`config.mk`:
```
export PLATFORM = sky130hd
export DESIGN_NAME = cnt52_frame_accum
export DESIGN_NICKNAME = d
export VERILOG_FILES = /design/src/rtl/cnt52_pkg.sv /design/src/rtl/cnt52_sat_add.sv /design/src/rtl/cnt52_frame_accum.sv
export SDC_FILE = /design/constraint.sdc
export NUM_CORES = 1
export LEC_CHECK = 0
export CAP_MARGIN = 30
export CORE_MARGIN = 2
export CORE_UTILIZATION = 45
export CTS_BUF_LIST = sky130_fd_sc_hd__clkbuf_8 sky130_fd_sc_hd__clkbuf_16
export CTS_CLUSTER_SIZE = 8
export DETAILED_ROUTE_END_ITERATION = 12
export PLACE_DENSITY_LB_ADDON = 0.1
export SLEW_MARGIN = 20
export SYNTH_ARGS = -nofsm -noshare
export SYNTH_HDL_FRONTEND = slang
export SYNTH_SLANG_ARGS = --single-unit
```
`constraint.sdc`:
```
create_clock -name clk -period 2.7 [get_ports clk]
set_input_delay 0.81 -clock clk [delete_from_list [all_inputs] [get_ports clk]]
set_output_delay 0.81 -clock clk [all_outputs]
set_load 0.005 [all_outputs]
```
`src/rtl/cnt52_pkg.sv`:
```
// cnt52_pkg: shared types and helpers for the 5:2 counter frame accumulator
package cnt52_pkg;
  typedef enum logic {ACCUM, DONE} state_t;
  localparam int PAIR_MAX = 3;
  function automatic logic [1:0] pair_val(input logic s, input logic ca);
    return {ca, s};
  endfunction
endpackage

```
`src/rtl/cnt52_sat_add.sv`:
```
// cnt52_sat_add: W-bit plus pair-value adder that clamps to all-ones on overflow
module cnt52_sat_add
  import cnt52_pkg::*;
#(
  parameter int W = 6
) (
  input  logic [W-1:0]                   i_a,
  input  logic [$clog2(PAIR_MAX+1)-1:0] i_b,
  output logic [W-1:0]                   o_sum,
  output logic                           o_ovf
);
  localparam int B_W = $clog2(PAIR_MAX + 1);
  logic [W:0] w_full;
  assign w_full = {1'b0, i_a} + {{(W + 1 - B_W){1'b0}}, i_b};
  assign o_ovf  = w_full[W];
  assign o_sum  = o_ovf ? '1 : w_full[W-1:0];
endmodule

```
`src/rtl/cnt52_frame_accum.sv`:
```
// cnt52_frame_accum: sums FRAME_LEN {ca,s} pairs into a saturating frame count
module cnt52_frame_accum
  import cnt52_pkg::*;
#(
  parameter int FRAME_LEN = 16,
  parameter int ACC_W     = 6
) (
  input  logic             clk,
  input  logic             rst_n,
  input  logic             clear,
  input  logic             in_valid,
  output logic             in_ready,
  input  logic             in_s,
  input  logic             in_ca,
  output logic             out_valid,
  input  logic             out_ready,
  output logic [ACC_W-1:0] out_sum,
  output logic             out_ovf
);
  localparam int IDX_W = (FRAME_LEN > 2) ? $clog2(FRAME_LEN) : 1;
  state_t           r_state;
  logic [ACC_W-1:0] r_acc;
  logic [IDX_W-1:0] r_idx;
  logic             r_ovf_flag;
  logic             r_out_valid;
  logic [ACC_W-1:0] r_out_sum;
  logic             r_out_ovf;
  logic [ACC_W-1:0] w_sum;
  logic             w_ovf;
  logic             w_last;
  cnt52_sat_add #(.W(ACC_W)) u_add (
    .i_a  (r_acc),
    .i_b  (pair_val(in_s, in_ca)),
    .o_sum(w_sum),
    .o_ovf(w_ovf)
  );
  assign w_last    = (r_idx == IDX_W'(FRAME_LEN - 1));
  assign in_ready  = (r_state == ACCUM);
  assign out_valid = r_out_valid;
  assign out_sum   = r_out_sum;
  assign out_ovf   = r_out_ovf;
  // Frame FSM: accumulate pairs, latch the total on the last one, hold it until taken
  always_ff @(posedge clk or negedge rst_n) begin
    if (!rst_n) begin
      r_state     <= ACCUM;
      r_acc       <= '0;
      r_idx       <= '0;
      r_ovf_flag  <= 1'b0;
      r_out_valid <= 1'b0;
      r_out_sum   <= '0;
      r_out_ovf   <= 1'b0;
    end else if (clear) begin
      r_state     <= ACCUM;
      r_acc       <= '0;
      r_idx       <= '0;
      r_ovf_flag  <= 1'b0;
      r_out_valid <= 1'b0;
    end else if (r_state == ACCUM) begin
      if (in_valid) begin
        if (w_last) begin
          r_out_sum   <= w_sum;
          r_out_ovf   <= r_ovf_flag | w_ovf;
          r_out_valid <= 1'b1;
          r_acc       <= '0;
          r_idx       <= '0;
          r_ovf_flag  <= 1'b0;
          r_state     <= DONE;
        end else begin
          r_acc      <= w_sum;
          r_idx      <= r_idx + 1'b1;
          r_ovf_flag <= r_ovf_flag | w_ovf;
        end
      end
    end else if (out_ready) begin
      r_out_valid <= 1'b0;
      r_state     <= ACCUM;
    end
  end
endmodule

```
### After elaboration in Yosys (flattened, before gate mapping)

Index checks and enable logic that the tools add are counted.

| storage, ports and cells | value |
|---|---|
| bits in registers | 20 |
| bits in latches | 0 |
| RAM bits | 0 |
| memory bits (read-only) | 0 |
| bits of input ports | 7 |
| output and inout port bits | 9 |
| memories | 0 |

| cells by class | value |
|---|---|
| $add $sub $neg | 2 |
| multiply operators | 0 |
| divide/modulo/power cells | 0 |
| magnitude comparators | 0 |
| equality and inequality tests | 3 |
| shifts and indexed selects | 0 |
| mux-type cells | 23 |
| bitwise operators | 3 |
| reductions and logical operators | 6 |

Operators with widths:

| operator | count |
|---|---|
| 6-bit two-way mux | 5 |
| 4-bit two-way mux | 4 |
| 1-bit two-way mux | 14 |
| 6-bit by 2-bit adder with 7-bit output | 1 |
| 3-bit nonzero test | 2 |
| 4-bit by 1-bit adder with 4-bit output (second input constant) | 1 |
| 4-bit equality test (second input constant) | 1 |
| 4-bit AND reduction | 1 |
| 3-bit != test (second input constant) | 1 |
| 3-bit AND reduction | 1 |
| 2-bit != test (second input constant) | 1 |
| 1-bit NOT | 2 |
| 2-bit AND reduction | 1 |
| 2-bit nonzero test | 1 |
| 1-bit bitwise OR | 1 |

### Depth between registers and ports, before layout

| logic depth | value |
|---|---|
| depth in word-level cells | 6 |
| depth in mapped cells | 7 |

### Cells and area by module

A second synthesis with hierarchy kept.

| unflattened totals | value |
|---|---|
| cell total of the unflattened synthesis | 87 |
| area total of the unflattened synthesis | 989.7 um2 |

By module, submodules not included:

| module | times used | cells each | area an instance (um2) | seq. area each (um2) |
|---|---|---|---|---|
| cnt52_frame_accum | 1 | 64 | 827.0 | 500.5 |
| cnt52_sat_add | 1 | 23 | 162.7 | 0.0 |

### Worst setup path after synthesis

No wires, ideal clock.

| path | value |
|---|---|
| path type | input to register |
| from | input port in_s |
| to | register r_acc[5] |
| setup time | 0.119 ns |
| arrival time | 2.390 ns |
| slack | 0.191 ns |
| stages | 6 |
| buffers on the path | 0 |
| cells stage by stage | ha_1 > fa_1 > and4_1 > or4b_1 > a21oi_1 > nor2_1 |

| between the ends | value |
|---|---|
| cells in the longest elaborated chain, start to end | 6 |

Ends and longest elaborated chain:

| what | line | text |
|---|---|---|
| from (decl) | cnt52_frame_accum.sv:13 | `input logic in_s,` |
| 6-bit by 2-bit adder with 7-bit output | cnt52_sat_add.sv:14 | `assign w_full = {1'b0, i_a} + {{(W + 1 - B_W){1'b0}}, i_b};` |
| 6-bit two-way mux | cnt52_sat_add.sv:16 | `assign o_sum = o_ovf ? '1 : w_full[W-1:0];` |
| 6-bit two-way mux | cnt52_frame_accum.sv:60 | `if (w_last) begin` |
| 6-bit two-way mux | cnt52_frame_accum.sv:59 | `if (in_valid) begin` |
| 6-bit two-way mux | cnt52_frame_accum.sv:58 | `end else if (r_state == ACCUM) begin` |
| 6-bit two-way mux | cnt52_frame_accum.sv:52 | `end else if (clear) begin` |
| to (signal assigned) | cnt52_frame_accum.sv:69 | `r_acc <= w_sum;` |
| to (decl) | cnt52_frame_accum.sv:22 | `logic [ACC_W-1:0] r_acc;` |

Every way passes these cells. The select of a mux whose other input is x is not followed.
A chain may end at the register's enable or synchronous reset.

### Final worst setup path

Same ends and word-level chain as after synthesis.

==> results.json <==
{
  "outcome": "finished, final reports clean",
  "power.leakage_nw": 0.568,
  "p_clk_share_pct": 33.8,
  "synth.largest_area_cell": "dfrtp_1",
  "overflow": 0,
  "io_pins": 16,
  "min_period_ns": 2.60,
  "min_path_type": "flip-flop to flip-flop",
  "synth-edff-count": 0,
  "synth_compound_area_share_pct": 17.6,
  "drt-total-wl_mm": 1.95,
  "setup_viol": 0,
  "tightestPinTransition_ns": 0.491,
  "dieHeight_um": 51.0,
  "ant_nets": 0,
  "htree_levels": 1,
  "cts_tree": "built",
  "max_stage_delay_ns": 0.55,
  "hold_viol_final": 0,
  "grt_use_total_pct": 17.7,
  "rows": 17,
  "yosysMostFrequentCell": "dfrtp_1",
  "path_max_fanout": 3,
  "die-area_um2": 2600,
  "tns_ns": 0,
  "synth_cells": 106,
  "synth_xor_area_share_pct": 1.76,
  "syn_nets": 117,
  "fillers": 202,
  "sw_frac_of_total_pct": 23.0,
  "avgViaCountPerCell": 5.23,
  "end_kind": "flip-flop",
  "drt_first_pass_iters": 4,
  "slew_headroom_pct": 67.2,
  "dr_total_vias": 810,
  "worstSkewPairLatency_ns": 0.25,
  "ys_ff_latch": 20,
  "netlist-cell-type-count": 29,
  "ir_drop_uv": 340,
  "synth-simple-area-share_pct": 20.2,
  "worstSetupPathType": "input port to flip-flop",
  "max_cap_violations": 0,
  "synth_area_per_cell_um2": 9.37,
  "r2r_start": "r_acc[0]",
  "synth_common_cells": "dfrtp_1 (20), nand2_1 (14), o21ai_0 (14)",
  "hpwl_mm": 1.42,
  "p_int_w": 0.000432,
  "synthFlopType": "dfrtp_1",
  "critPathRequiredTime_ns": 2.85,
  "fp.dieW_um": 51.0,
  "startpoint": "in_s",
  "grt_pass1_vias": 760,
  "area.sequential_um2": 500,
  "finalHoldWorstSlack_ns": 0.478,
  "grt_max_degree": 21,
  "path_cells": "clkdlybuf4s50_1 > ha_2 > fa_2 > and4_1 > or4b_4 > a21oi_2 > nor2_1",
  "start_kind": "input port",
  "synth_warnings": 0,
  "antennaDiodeCount": 0,
  "area_delta_synth_final_pct": 27.6,
  "core_area_um2": 2150,
  "rsz0062_at_grt": "false",
  "pwr-share-seq_pct": 55.7,
  "multi_input_area_um2": 473,
  "start_util_pct": 46.2,
  "layout-drive-gt1-share_pct": 12.6,
  "finalNetCount": 140,
  "power.total_w": 0.000561,
  "post_cts_buffers": 0,
  "worstHoldStart": "out_sum[2]",
  "synth_mux_area_share_pct": 1.01,
  "wl_per_cell_um": 12.5,
  "cts_sinks": 20,
  "ys_seq_area_share_pct": 50.4,
  "cts_inserted_buffers": 3,
  "drtIter0Drc": 16,
  "timing.fmax_mhz": 385,
  "clockRootBuffer": "clkbuf_8",
  "synth_fa_ha_area_share_pct": 5.79,
  "clock_path_buffers": 2,
  "p_comb_share_pct": 10.5,
  "fin_skew_ns": 0.00205,
  "period_share_pct": 96.2,
  "yosysTopAreaCellShare_pct": 50.4,
  "syn-cell-area_um2": 993,
  "clk_pin_slew_ns": 0.07,
  "grt_pass1_wl_mm": 3.31,
  "p_per_area_nw_per_um2": 442,
  "net-switching-power_w": 0.000129,
  "finalMaxSlewViolations": 0,
  "antenna_found_initial": 0,
  "synth_area_leaders": "dfrtp_1 (50%), o21ai_0 (7.1%), nand2_1 (5.3%)",
  "ys_async_sr_fraction_pct": 100,
  "crit_slowest_cell": "or4b_4",
  "gp_congestion": 0.881,
  "drc_errors": 0,
  "arrival_ns": 2.75,
  "synth_top_family_by_area": "simple AND/OR/NAND/NOR gates",
  "r2r_slack_ns": 0.70,
  "io_buffers": 15
}
==> cell usage in the layout (no fill, tap or decap), types with 2 or more instances in the layout <==
cell	instances
clkbuf_8	3
clkdlybuf4s50_1	15
o21ai_0	14
nor2_1	9
xor2_1	2
a21o_1	3
nand3_1	3
ha_1	2
nand2b_1	3
nor2b_1	2
nand2_1	14
inv_1	4
a21oi_1	8
dfrtp_1	20
or3_1	3
buf_4	7
==> what timing repair did <==
action | CTS | global route
endpoints found under the setup margin | 0 | 2
gates resized for setup | 0 | 4
hold buffers | 0 | 0
==> path summary, 6_finish.rpt <==
check                              to  cells past startpoint
hold reg to reg            out_sum[2]                      2
max in group asynchronous    r_acc[4]                      2
setup / recovery             r_acc[5]                      7
setup reg to reg             r_acc[5]                      6
hold / removal             out_sum[2]                      2
min in group asynchronous  out_sum[1]                      2
==> power groups by stage <==
stage,combinational [W],sequential (W),clock [W]
finish,0.0000590,0.000312,0.000189
global route,0.0000690,0.000313,0.000207
CTS,0.0000583,0.000312,0.000201
detailed placement,0.0000583,0.000318,0
global placement,0.0000576,0.000317,0
floorplan,0.0000306,0.000316,0
==> layer usage <==
metal / up-vias / GRT usage (%) / share of wire, %
met3: 4 / 1.75 / 3.1
li1: 407 / - / -
met5: - / 0 / 0
met4: 0 / 12.2 / 2.7
met1: 385 / 22.2 / 45
met2: 14 / 28.6 / 49
==> metrics by stage <==
stage	cells	util, %	setup slack, ns	instance area [µm²]
2_1_floorplan	106	-	0.191	993
3_3_place_gp	152	56.5	-0.217	1210
3_5_place_dp	152	56.5	-0.236	1210
4_1_cts	155	58.4	0.0346	1250
5_1_grt	155	59.0	0.0214	1270
6_report	155	59.0	0.103	1270
==> registers in the layout, indices dropped and copies added, names as in the netlist <==
signal and cells:
out_valid 1, out_sum 6, r_acc 6, out_ovf 1
r_state 1, r_ovf_flag 1, r_idx 4
==> final cells by class <==
| cell class | instances | area share [%] |
|---|---|---|
| flip-flops and latches | 20 | 39.5 |
| multi-input cells | 78 | 37.3 |
| repair buffers | 22 | 16.0 |
| clock buffers | 3 | 3.26 |
| well taps | 28 | 2.76 |
| inverters | 4 | 1.18 |
==> worst max-delay path: cells and delay by family <==
| family | cells | cell delay [ns] |
|---|---|---|
| compound gates | 1 | 0.14 |
| buf+inv | 1 | 0.42 |
| fa+ha+maj | 2 | 0.55 |
| simple gates | 3 | 0.83 |
==> kinds of logic (layout without fill, tap and decap cells) <==
family | after synthesis | in the layout
XOR/XNOR | 2 | 2
flip-flops | 20 | 20
AND/OR/NAND/NOR | 40 | 40
multiplexers | 1 | 1
adder cells (fa/ha/maj) | 4 | 4
buffers and inverters | 8 | 29
AO/OA/AOI/OAI | 31 | 31
(Power assumes the default switching activity.)
